==> src/rtl/series_pkg.sv <==
// Shared types and constants for the Taylor-series accumulator.
package series_pkg;
  typedef enum logic [1:0] {IDLE, ACCUM, FINAL} state_t;

  localparam int DATA_W = 16;
  localparam logic [DATA_W-1:0] Q016_MAX = 16'hFFFF;

  // Data bits, guard bits and one sign bit.
  function automatic int acc_w(input int guard_w);
    return DATA_W + guard_w + 1;
  endfunction
endpackage

==> src/rtl/series_accumulator_if.sv <==
// Term stream in, saturated series result out.
interface series_accumulator_if;
  logic                          start;
  logic                          term_valid;
  logic [series_pkg::DATA_W-1:0] term_data;
  logic                          term_ready;
  logic                          busy;
  logic [series_pkg::DATA_W-1:0] sum;
  logic                          sum_valid;
  logic                          sat;

  modport master (output start, term_valid, term_data,
                  input  term_ready, busy, sum, sum_valid, sat);
  modport slave  (input  start, term_valid, term_data,
                  output term_ready, busy, sum, sum_valid, sat);
endinterface

==> src/rtl/sat_clamp_u16.sv <==
// Signed accumulator -> unsigned Q0.16 clamp with saturation flag.
// ALT_SIGN_EN adds the negative clamp; without it acc is never negative.
module sat_clamp_u16
  import series_pkg::*;
#(
  parameter int ACC_W = 21
) (
  input  logic signed [ACC_W-1:0]  acc,
  output logic        [DATA_W-1:0] sum,
  output logic                     sat
);
  logic over;

`ifndef ALT_SIGN_EN
  logic unused_sign;
  assign unused_sign = acc[ACC_W-1];
`endif

  always_comb begin
    over = |acc[ACC_W-2:DATA_W];
    sum  = acc[DATA_W-1:0];
    sat  = 1'b0;
`ifdef ALT_SIGN_EN
    if (acc[ACC_W-1]) begin
      sum = '0;
      sat = 1'b1;
    end else if (over) begin
      sum = Q016_MAX;
      sat = 1'b1;
    end
`else
    if (over) begin
      sum = Q016_MAX;
      sat = 1'b1;
    end
`endif
  end
endmodule

==> src/rtl/series_accumulator.sv <==
// Sums NTERMS consecutive Q0.16 terms into one saturated result.
// ALT_SIGN_EN: odd-index terms are subtracted (sin/cos series).
module series_accumulator
  import series_pkg::*;
#(
  parameter int NTERMS  = 4,
  parameter int GUARD_W = 4
) (
  input logic               clk,
  input logic               rst,
  series_accumulator_if.slave bus
);
  localparam int ACC_W = acc_w(GUARD_W);
  localparam int CNT_W = $clog2(NTERMS);

  state_t                   state;
  logic signed [ACC_W-1:0]  acc;
  logic        [CNT_W-1:0]  count;
  logic signed [ACC_W-1:0]  term_ext;
  logic signed [ACC_W-1:0]  acc_nxt;
  logic        [DATA_W-1:0] clamp_sum;
  logic                     clamp_sat;
  logic                     accept;
  logic                     last;

  assign term_ext = $signed({{(ACC_W-DATA_W){1'b0}}, bus.term_data});
  assign accept   = bus.term_valid & bus.term_ready;
  assign last     = (count == CNT_W'(NTERMS-1));

`ifdef ALT_SIGN_EN
  assign acc_nxt = count[0] ? (acc - term_ext) : (acc + term_ext);
`else
  assign acc_nxt = acc + term_ext;
`endif

  // Clamp the post-add value so the result is registered on the last accept
  // and presented during FINAL.
  sat_clamp_u16 #(.ACC_W(ACC_W)) u_clamp (
    .acc (acc_nxt),
    .sum (clamp_sum),
    .sat (clamp_sat)
  );

  always_ff @(posedge clk) begin
    if (!rst) begin
      state          <= IDLE;
      acc            <= '0;
      count          <= '0;
      bus.sum        <= '0;
      bus.sat        <= 1'b0;
      bus.sum_valid  <= 1'b0;
      bus.term_ready <= 1'b0;
      bus.busy       <= 1'b0;
    end else begin
      bus.sum_valid <= 1'b0;
      case (state)
        IDLE: if (bus.start) begin
          acc            <= '0;
          count          <= '0;
          state          <= ACCUM;
          bus.term_ready <= 1'b1;
          bus.busy       <= 1'b1;
        end
        ACCUM: if (accept) begin
          acc   <= acc_nxt;
          count <= count + 1'b1;
          if (last) begin
            state          <= FINAL;
            bus.term_ready <= 1'b0;
            bus.sum        <= clamp_sum;
            bus.sat        <= clamp_sat;
            bus.sum_valid  <= 1'b1;
          end
        end
        FINAL: begin
          state    <= IDLE;
          bus.busy <= 1'b0;
        end
        default: state <= IDLE;
      endcase
    end
  end
endmodule
==> src/flat_wrapper.sv <==
// flat-port wrapper written by rule: the top's interface ports become plain ports
module series_accumulator_flat import series_pkg::*;
#(
  parameter int NTERMS  = 4,
  parameter int GUARD_W = 4
)
  (clk, rst, bus_start, bus_term_valid, bus_term_data, bus_term_ready, bus_busy, bus_sum, bus_sum_valid, bus_sat);
  series_accumulator_if bus_i ();
  input logic clk;
  input logic rst;
  input wire logic [$bits(bus_i.start)-1:0] bus_start;
  input wire logic [$bits(bus_i.term_valid)-1:0] bus_term_valid;
  input wire logic [$bits(bus_i.term_data)-1:0] bus_term_data;
  output wire logic [$bits(bus_i.term_ready)-1:0] bus_term_ready;
  output wire logic [$bits(bus_i.busy)-1:0] bus_busy;
  output wire logic [$bits(bus_i.sum)-1:0] bus_sum;
  output wire logic [$bits(bus_i.sum_valid)-1:0] bus_sum_valid;
  output wire logic [$bits(bus_i.sat)-1:0] bus_sat;
  assign bus_i.start = bus_start;
  assign bus_i.term_valid = bus_term_valid;
  assign bus_i.term_data = bus_term_data;
  assign bus_term_ready = bus_i.term_ready;
  assign bus_busy = bus_i.busy;
  assign bus_sum = bus_i.sum;
  assign bus_sum_valid = bus_i.sum_valid;
  assign bus_sat = bus_i.sat;
  series_accumulator #(.NTERMS(NTERMS), .GUARD_W(GUARD_W)) u_core (.clk(clk), .rst(rst), .bus(bus_i));
endmodule
==> config.mk <==
export PLATFORM = sky130hd
export DESIGN_NAME = series_accumulator_flat
export DESIGN_NICKNAME = d
export VERILOG_FILES = /design/src/rtl/series_pkg.sv /design/src/rtl/series_accumulator_if.sv /design/src/rtl/sat_clamp_u16.sv /design/src/rtl/series_accumulator.sv /design/src/flat_wrapper.sv
export SDC_FILE = /design/constraint.sdc
export NUM_CORES = 1
export LEC_CHECK = 0
export ABC_CLOCK_PERIOD_IN_PS = 5150
export CORE_ASPECT_RATIO = 1.1
export CORE_MARGIN = 3
export CORE_UTILIZATION = 40
export CTS_BUF_LIST = sky130_fd_sc_hd__clkbuf_8
export CTS_CLUSTER_SIZE = 10
export DETAILED_ROUTE_END_ITERATION = 6
export GPL_TIMING_DRIVEN = 0
export HOLD_SLACK_MARGIN = 0.08
export SLEW_MARGIN = 20
export SYNTH_ARGS = -nofsm -noshare
export SYNTH_HDL_FRONTEND = slang
export SYNTH_SLANG_ARGS = --single-unit
==> constraint.sdc <==
create_clock -name clk -period 5.15 [get_ports clk]
set_input_delay 1.545 -clock clk [delete_from_list [all_inputs] [get_ports clk]]
set_output_delay 1.545 -clock clk [all_outputs]
set_load 0.05 [all_outputs]
==> reports/metrics.yaml <==
multi_input_comb_area_sq_um: 1560
setup_bufs_post_cts: 0
worstHoldPathType: "register to register"
crit_end: "u_core.bus.sum[12]"
postSynthCellCount: 299
finalCritPeriodShare: 0.906
cts_sinks: 44
postLayoutSetupSlackWorst_ns: 0.483
horizontal_die_dimension_microns: 81.9
synth_area_leaders: "sky130_fd_sc_hd__dfxtp_1 (35%), sky130_fd_sc_hd__ha_1 (8.4%), sky130_fd_sc_hd__a21oi_1 (6.7%)"
dieHeight_microns: 89.5
r2r_end: "u_core.bus.sum[12]"
yosys.area.top_type: "sky130_fd_sc_hd__dfxtp_1"
die_area_sq_um: 7330
grt_max_degree: 15
crit_buf_inv: 3
nNetsFinal: 383
layout_commonest_cell: "sky130_fd_sc_hd__dfxtp_1"
clockRootBuffer: "sky130_fd_sc_hd__clkbuf_8"
critical-path-top-delay-family: "simple AND/OR/NAND/NOR gates"
rsz0062_at_grt: "no"
cts_tree: "done"
setup_total_neg_slack_ns: 0
worst-r2r-setup-slack_ns: 1.86
leakage_power_total_nw: 1.21
synth_warn: 0
post_cts_hold_buffer_count: 0
worstSetupPathDepth: 13
row_count: 29
initial_antenna_violation_count: 0
max_stage_delay_ns: 0.66
critPathCaptureType: "register"
cts-resized-gates: 0
ctsHtreeMaxLevel: 2
final_setup_fails: 0
yosys_register_bits: 44
gr-total-overflow: 0
count_of_endpoints_failing_hold_in_the_final_timing_report: 0
timing_worst_setup_path_type: "primary input to register"
max_slew_violation_count: 0
status: "finished clean"
diodes: 0
design.core.area_sq_um: 5950
ir_drop_mv: 0.106
layout-drive-gt1-share: 0.0578
place.detailed.hpwl_microns: 4830
synth-seq-area-share: 0.347
initial_utilization: 0.426
count_of_routing_violations_after_the_opening_detailed_route_iteration: 101
synth_top_cell_area_share: 0.347
global_route_wire_length_before_repair_microns: 10700
n_fill_cell: 589
drcViolationCount: 0
grt_pass1_vias: 2165
drt-wirelength-per-cell_microns: 15.7
worst_setup_path_startpoint: "bus_term_data[0]"
cts_buffers: 5
most_frequent_cells_in_the_layout: "sky130_fd_sc_hd__dfxtp_1 (44), sky130_fd_sc_hd__clkdlybuf4s50_1 (39), sky130_fd_sc_hd__a21oi_1 (34)"
timing.max_slew.rel_slack: 0.553
cts_buffer_depth: 2
wl_microns: 6630
asyncSetResetFlopFracSynth: 0
postRouteAntennaNets: 0
clkSlewWorstSetupHoldPaths_ns: 0.09
regToRegStartpoint: "u_core.acc[0]"
routed_via_density: 5.39
worst_slew_pin_slew_ns: 0.666
timing.critical_path.slowest_stage_cell: "sky130_fd_sc_hd__nor4_4"
dr.pass1.iters: 4
worstPathCellList: "clkdlybuf4s50_1, ha_1, inv_1, fa_1, nand2b_1, a21oi_1, nor2b_2, o22ai_1, a41oi_1, xnor2_1, nor4_4, buf_6, a31oi_1"
reg2regPathDepth: 12
powerDensity_nw_per_um2: 226
detailroute.via_count: 2279
synth.net_count: 337
syn_to_final_growth_pct: 23.6
worst-path-max-fanout: 10
synth.distinct_cells: 49
worstPathArrival_ns: 4.84
fmax_mhz: 214
dp_slack_ns: 0.125
timing.max_cap.violations: 0
post_synthesis_area_per_instance_sq_um: 8.48
gp_congestion: 0.823
clock_insertion_delay_worst_skew_ns: 0.30
worst_ep_required_time_ns: 5.32
critPathLaunchType: "primary input"
top_level_ports: 40
final.setup_skew_ns: 0.00356
grtUsageTotal: 0.192
regArea_sq_um: 881
mappedNetlistArea_sq_um: 2530
synth-edff-count: 0
placement.io_buffers: 39
hold_path_startpoint: "u_core.bus.busy"
synth_flop_cell: "sky130_fd_sc_hd__dfxtp_1"
timing.final.crit_period_ns: 4.67
## synth_stat cells (all sizes together), types with 2 or more instances
cell type and number:
dfxtp 44, a21oi 35, o21ai 30, nor2 21
nand2 20, nor2b 20, ha 17, a31oi 13
clkbuf 13, xor2 10, a22oi 9, xnor2 9
inv 8, a21o 5, and2 5, nand2b 5
and3 4, buf 3, nand4 3, nor3 3
o211ai 3, o21a 3, a211oi 2
## final cells by class
class                   count  share of cell area
clock inverters             3              0.0136
well taps                  77              0.0308
repair buffers             39               0.125
flip-flops and latches     44               0.281
plain buffers              16              0.0220
clock buffers               5              0.0220
inverters                   8             0.00958
multi-input cells         231               0.496
## tightest hold or removal path, delay by kind of cell, from the launching register on
family	cells	cell delay, ns
buffers and inverters	1	0.05
AO/OA/AOI/OAI	1	0.05
flip-flops	1	0.32
## metrics by stage
step | util | instances | power, mW | hold slack (ns) | instance area [sq um]
5_1_grt | 0.526 | 423 | 0.739 | 0.478 | 3130
3_5_place_dp | 0.508 | 415 | 0.449 | 0.446 | 3020
4_1_cts | 0.526 | 423 | 0.717 | 0.459 | 3130
6_report | 0.526 | 423 | 0.709 | 0.451 | 3130
3_3_place_gp | 0.508 | 415 | 0.448 | 0.438 | 3020
2_1_floorplan | - | 299 | 0.413 | 0.480 | 2530
## registers in the layout, indices dropped and copies added, names as in the netlist
name / cells
u_core.acc: 20
u_core.bus.busy: 1
u_core.bus.sat: 1
u_core.bus.sum: 16
u_core.bus.sum_valid: 1
u_core.bus.term_ready: 1
u_core.count: 2
u_core.state: 2
## worst min path at each step
stage                            to  slack, ns  depth (start not counted)
finish              u_core.bus.busy       0.45                          2
global route        u_core.bus.busy       0.48                          2
CTS                 u_core.bus.busy       0.46                          2
detailed placement  u_core.bus.busy       0.45                          2
global placement    u_core.bus.busy       0.44                          2
floorplan            u_core.acc[10]       0.48                          2
## cell families (layout without fill, tap and decap cells)
logic type	count (synthesis)	count (layout)	share of synthesized area
fa+ha+maj	18	18	0.0918
simple gates	86	86	0.180
compound gates	108	108	0.273
buf+inv	24	71	0.0390
flops	44	44	0.347
xor+xnor	19	19	0.0686
## layer usage
layer	wire (microns)	vias to the layer above	global-route usage
li1	-	1160	-
met1	3330	1054	0.276
met2	2840	53	0.287
met3	336	12	0.0433
met4	114	0	0.0574
met5	0	-	0
## power breakdown
group	switching [mW]	internal, mW
clock	0.124	0.144
sequential	0.00288	0.344
combinational	0.0546	0.0396
Power figures use the tool's default switching activity.
